==> config.mk <==
export PLATFORM = sky130hd
export DESIGN_NAME = fetch_queue_flat
export DESIGN_NICKNAME = d
export VERILOG_FILES = /design/src/rtl/fetch_queue_if.sv /design/src/rtl/fetch_queue.sv /design/src/flat_wrapper.sv
export SDC_FILE = /design/constraint.sdc
export NUM_CORES = 1
export LEC_CHECK = 0
export CAP_MARGIN = 20
export CORE_ASPECT_RATIO = 0.5
export CORE_MARGIN = 2
export CORE_UTILIZATION = 32
export DETAILED_ROUTE_END_ITERATION = 6
export SYNTH_ARGS = -nofsm -noshare
export SYNTH_HDL_FRONTEND = slang
export SYNTH_SLANG_ARGS = --single-unit
==> constraint.sdc <==
create_clock -name clk -period 2.3 [get_ports clk]
set_clock_uncertainty 0.05 [all_clocks]
set_input_delay 0.23 -clock clk [delete_from_list [all_inputs] [get_ports clk]]
set_output_delay 0.23 -clock clk [all_outputs]
set_load 0.02 [all_outputs]
==> src/rtl/fetch_queue_if.sv <==
// Fetch-to-decode instruction queue bundle: fetch pushes instructions in,
// decode reads the oldest entry and steers stall/flush back into the queue.
interface fetch_queue_if #(
  parameter int DEPTH = 2
);
  localparam int CNT_W = $clog2(DEPTH + 1);

  logic             enq_valid;
  logic [31:0]      instr_f;
  logic [31:0]      pc_plus_4_f;
  logic             enq_ready;
  logic             stall_d;
  logic             flush_d;
  logic             valid_d;
  logic [31:0]      instr_d;
  logic [31:0]      pc_plus_4_d;
  logic [CNT_W-1:0] count;

  // Pipeline side: drives fetch data and decode control, observes the queue.
  modport master (
    output enq_valid, instr_f, pc_plus_4_f, stall_d, flush_d,
    input  enq_ready, valid_d, instr_d, pc_plus_4_d, count
  );

  // Queue side.
  modport slave (
    input  enq_valid, instr_f, pc_plus_4_f, stall_d, flush_d,
    output enq_ready, valid_d, instr_d, pc_plus_4_d, count
  );
endinterface

==> src/rtl/fetch_queue.sv <==
// IF/ID instruction buffer: small FIFO of {instr, pc_plus_4} that absorbs
// decode stalls, drops everything on a redirect and back-pressures the PC.
module fetch_queue #(
  parameter int DEPTH = 2
) (
  input  logic         clk,
  input  logic         reset_n,
  fetch_queue_if.slave bus
);
  localparam int PTR_W = $clog2(DEPTH);
  localparam int CNT_W = $clog2(DEPTH + 1);

  typedef struct packed {
    logic [31:0] instr;
    logic [31:0] pc_plus_4;
  } entry_t;

  entry_t           mem [DEPTH];
  logic [PTR_W-1:0] rd_ptr;
  logic [PTR_W-1:0] wr_ptr;
  logic [CNT_W-1:0] count_q;
  logic             full;
  logic             empty;
  logic             enq;
  logic             deq;
  entry_t           head;

  // Ready depends only on registered occupancy, so stall/flush never reach
  // the PC write enable combinationally.
  assign full  = (count_q == CNT_W'(DEPTH));
  assign empty = (count_q == '0);
  assign enq   = bus.enq_valid & ~full & ~bus.flush_d;
  assign deq   = ~empty & ~bus.stall_d & ~bus.flush_d;

  always_comb begin
    // NOTE: default assigned first so the empty path cannot infer a latch.
    head = '0;
    if (!empty) begin
      head = mem[rd_ptr];
    end
  end

  assign bus.enq_ready   = ~full;
  assign bus.valid_d     = ~empty;
  assign bus.instr_d     = head.instr;
  assign bus.pc_plus_4_d = head.pc_plus_4;
  assign bus.count       = count_q;

  // NOTE: all state uses non-blocking assignments so every register samples
  // pre-edge values; storage is reset too so the nop bubble is clean.
  always_ff @(posedge clk or negedge reset_n) begin
    if (!reset_n) begin
      rd_ptr  <= '0;
      wr_ptr  <= '0;
      count_q <= '0;
      for (int i = 0; i < DEPTH; i++) begin
        mem[i] <= '0;
      end
    end else if (bus.flush_d) begin
      // Redirect: queued and in-flight instructions are all wrong-path.
      rd_ptr  <= '0;
      wr_ptr  <= '0;
      count_q <= '0;
    end else begin
      if (enq) begin
        mem[wr_ptr] <= '{instr: bus.instr_f, pc_plus_4: bus.pc_plus_4_f};
        wr_ptr      <= wr_ptr + 1'b1;
      end
      if (deq) begin
        rd_ptr <= rd_ptr + 1'b1;
      end
      case ({enq, deq})
        2'b10:   count_q <= count_q + 1'b1;
        2'b01:   count_q <= count_q - 1'b1;
        default: count_q <= count_q;
      endcase
    end
  end
endmodule

==> src/flat_wrapper.sv <==
// flat-port wrapper written by rule: the top's interface ports become plain ports
module fetch_queue_flat 
#(
  parameter int DEPTH = 2
)
  (clk, reset_n, bus_enq_valid, bus_instr_f, bus_pc_plus_4_f, bus_stall_d, bus_flush_d, bus_enq_ready, bus_valid_d, bus_instr_d, bus_pc_plus_4_d, bus_count);
  fetch_queue_if #(.DEPTH(DEPTH)) bus_i ();
  input  logic clk;
  input  logic reset_n;
  input wire logic [$bits(bus_i.enq_valid)-1:0] bus_enq_valid;
  input wire logic [$bits(bus_i.instr_f)-1:0] bus_instr_f;
  input wire logic [$bits(bus_i.pc_plus_4_f)-1:0] bus_pc_plus_4_f;
  input wire logic [$bits(bus_i.stall_d)-1:0] bus_stall_d;
  input wire logic [$bits(bus_i.flush_d)-1:0] bus_flush_d;
  output wire logic [$bits(bus_i.enq_ready)-1:0] bus_enq_ready;
  output wire logic [$bits(bus_i.valid_d)-1:0] bus_valid_d;
  output wire logic [$bits(bus_i.instr_d)-1:0] bus_instr_d;
  output wire logic [$bits(bus_i.pc_plus_4_d)-1:0] bus_pc_plus_4_d;
  output wire logic [$bits(bus_i.count)-1:0] bus_count;
  assign bus_i.enq_valid = bus_enq_valid;
  assign bus_i.instr_f = bus_instr_f;
  assign bus_i.pc_plus_4_f = bus_pc_plus_4_f;
  assign bus_i.stall_d = bus_stall_d;
  assign bus_i.flush_d = bus_flush_d;
  assign bus_enq_ready = bus_i.enq_ready;
  assign bus_valid_d = bus_i.valid_d;
  assign bus_instr_d = bus_i.instr_d;
  assign bus_pc_plus_4_d = bus_i.pc_plus_4_d;
  assign bus_count = bus_i.count;
  fetch_queue #(.DEPTH(DEPTH)) u_core (.clk(clk), .reset_n(reset_n), .bus(bus_i));
endmodule
==> summary.txt <==
Clocking
  – Clock slew at reported path FFs: 60 ps
  – Worst skew pair latency: 410 ps
  – Clk sinks: 132
  – TritonCTS Buffers: 17
  – Root Driver: clkbuf_16
  – Longest Clk Path Bufs: 2
  – CTS tree: built
  – H-Tree Depth: 4

Routing
  – Post-DRT Antenna Nets: 0
  – DRC violations left: 0
  – DRT Pass-1 Iters: 4
  – Drt wl/cell: 16.1 um
  – Vias per Instance: 4.62
  – Total routed wirelength: 13500 um
  – 1st-iter DRT viols: 104
  – Routed via count: 3875

Place
  – DP Cell Count: 803
  – DP Worst Slack: 56.8 ps
  – IO Port Bufs: 136
  – Placed wire-length estimate: 8850 um
  – RD Place Congestion: 0.756

Floorplan
  – Die width: 197 um
  – Initial core utilization: 32.5%
  – Rows: 35
  – I/O pins: 137
  – Die area: 19700 sq um
  – Die Y: 100 um
  – Core Region: 18300 sq um

Global route
  – First-pass GRT wire length: 21500 um
  – GR Overflow Total: 0
  – Total GRT Usage: 14.1%
  – Initial antenna violation count: 0
  – Vias in the first global route: 4040
  – Largest net degree at the start of global routing: 48

Final layout
  – Area of the multi-input gates: 2460 sq um
  – Layout cells sized above 1: 29.3%
  – Area Overhead vs Synth: 41.1%
  – ANT cells: 0
  – FILL cells: 1672
  – Core Util, Final: 45.8%
  – Seq. cell area: 3310 sq um
  – Final nets: 654
  – Final Non-Filler Cells: 838

Worst setup path
  – Crit path required time: 2020 ps
  – CP Capture Type: output pin
  – Critical Path Max Stage Delay: 610 ps
  – Slowest cell on the critical path: clkdlybuf4s50_1
  – Critical path peak fanout: 31
  – CP bufs+invs: 2
  – Top delay family on crit path: buffers and inverters
  – Worst EP arrival: 1950 ps
  – Critical-path cell list: buf_12, mux2i_1, nor2_1, clkdlybuf4s50_1
  – Crit path kind: reg -> out
  – Crit start category: flop

Yosys
  – Flops & latches, synth: 132
  – Synth unique cells: 22
  – Synth Cell Area: 5930 sq um
  – Post-synthesis cell count: 438
  – Syn avg cell area: 13.5 sq um
  – Sequential element share of the synthesized area: 55.7%
  – Ys Warns: 0
  – Syn nets: 507

Timing
  – Fin crit period: 2230 ps
  – Fmax: 448 MHz
  – Max-slew violations: 0
  – Fin Setup TNS: 0 ps
  – Slew @ Worst Pin: 592 ps
  – RSZ-0062 raised after global routing: false
  – Endpoints failing setup: 0
  – Tcrit/Tclk final: 97.0%
  – Slew HR: 60.3%
  – Final WS setup: 68.2 ps
  – Hold Fails Final Rpt: 0

Power and ir drop
  – Pwr dens: 913 nW/um^2
  – Maximum vdd drop: 558 uV
  – Cell leakage power: 0.00393 uW
  – Total chip power: 7640 uW

Status
  – Outcome: completed

Worst hold path
  – Worst hold path class: in -> async

Run
  – Max-cap violations: 0
cell families after synthesis:
group | synth area share [%]
AO/OA/AOI/OAI | 0.760
buffers and inverters | 2.91
flip-flops | 55.7
multiplexers | 35.1
AND/OR/NAND/NOR | 5.51
synthesized netlist by cell type:
cell type	instances	area, sq um
inv_1	3	11.3
and2b_1	1	7.51
mux2i_1	64	641
o21ai_0	3	15.0
nor2_1	66	248
and3b_1	1	8.76
dfrtp_1	132	3300
a211o_1	1	8.76
nand3_1	2	10.0
buf_6	6	67.6
a21oi_1	3	15.0
nand2b_1	1	6.26
nand2_1	1	3.75
or3_1	2	12.5
buf_1	2	7.51
mux2_1	5	56.3
mux2_2	123	1390
a31oi_1	1	6.26
clkbuf_1	7	26.3
nand4b_1	1	8.76
buf_2	12	60.1
nor4_4	1	21.3
through the flow:
step	cell area (sq um)	hold WS, ps
after global routing	8370	356
after global placement	7670	212
final	8370	301
after floorplan	5930	-116
after CTS	8260	316
after detailed placement	7670	216
cell usage in the layout (no fill, tap or decap):
| master | n |
|---|---|
| dfrtp_1 | 131 |
| mux2_2 | 123 |
| clkdlybuf4s50_1 | 72 |
| nor2_1 | 65 |
| mux2i_1 | 64 |
| dlygate4sd2_1 | 38 |
| dlymetal6s2s_1 | 25 |
| clkbuf_16 | 18 |
| buf_12 | 10 |
| buf_4 | 8 |
| mux2_1 | 5 |
| bufinv_16 | 4 |
| inv_1 | 3 |
| o21ai_0 | 3 |
| a21oi_1 | 3 |
| clkinvlp_4 | 3 |
| nand3_1 | 2 |
| or3_1 | 2 |
| clkinv_4 | 2 |
| clkinv_2 | 2 |
| clkbuf_1 | 2 |
| nor2_4 | 1 |
| and2b_1 | 1 |
| nand4b_1 | 1 |
| nor4_4 | 1 |
| a211o_1 | 1 |
| nand2b_1 | 1 |
| a31oi_1 | 1 |
| nand2_1 | 1 |
| and3b_1 | 1 |
| inv_6 | 1 |
| clkbuf_8 | 1 |
| dlygate4sd3_1 | 1 |
| dfrtp_4 | 1 |
power breakdown:
group	internal (uW)	switching (uW)
Combinational	916	717
Sequential	2880	263
Clock	1850	1020
Total	5650	1990
path summary, 6_finish.rpt:
| kind | end | slack (ps) | startpoint | cells past startpoint |
|---|---|---|---|---|
| max | bus_pc_plus_4_d[17] | 70 | u_core.rd_ptr | 4 |
| min | u_core.mem[16] | 300 | reset_n | 2 |
| max reg2reg | u_core.mem[57] | 280 | u_core.bus.count[1] | 5 |
| min reg2reg | u_core.mem[107] | 440 | u_core.mem[107] | 1 |
| max in group asynchronous | u_core.mem[12] | 1200 | reset_n | 3 |
| min in group clk | u_core.mem[71] | 400 | bus_pc_plus_4_f[7] | 2 |
metal layers:
layer,vias to the layer above,GRT usage (%),wire length (um),part of all wire [%]
met5,-,0,0,0
met4,0,4.60,180,1.3
met3,11,3.46,432,3.2
met2,54,24.7,6880,51
met1,1977,17.4,6040,45
li1,1833,-,-,-
sequential cells by signal (all words and copies together), names as in the netlist:
signal / count
u_core.wr_ptr: 1
u_core.bus.count: 2
u_core.rd_ptr: 1
u_core.mem: 128
timing repair:
| item | 4_1_cts | 5_1_grt |
|---|---|---|
| setup buffers | 0 | 1 |
| endpoints found under the setup margin | 44 | 27 |
| hold endpoints to repair | 38 | 0 |
| cloned | 0 | 1 |
| hold buffers | 1 | 0 |
| pin swaps | 0 | 1 |
| resized for setup | 39 | 27 |
layout make-up:
type	instances	share of cell area, %
tap	240	3.59
multi-input combinational	276	29.4
sequential	132	39.5
clock inverter	12	2.14
inverter	3	0.135
clock buffer	20	5.34
timing repair buffer	155	19.9
(Power assumes the default switching activity.)
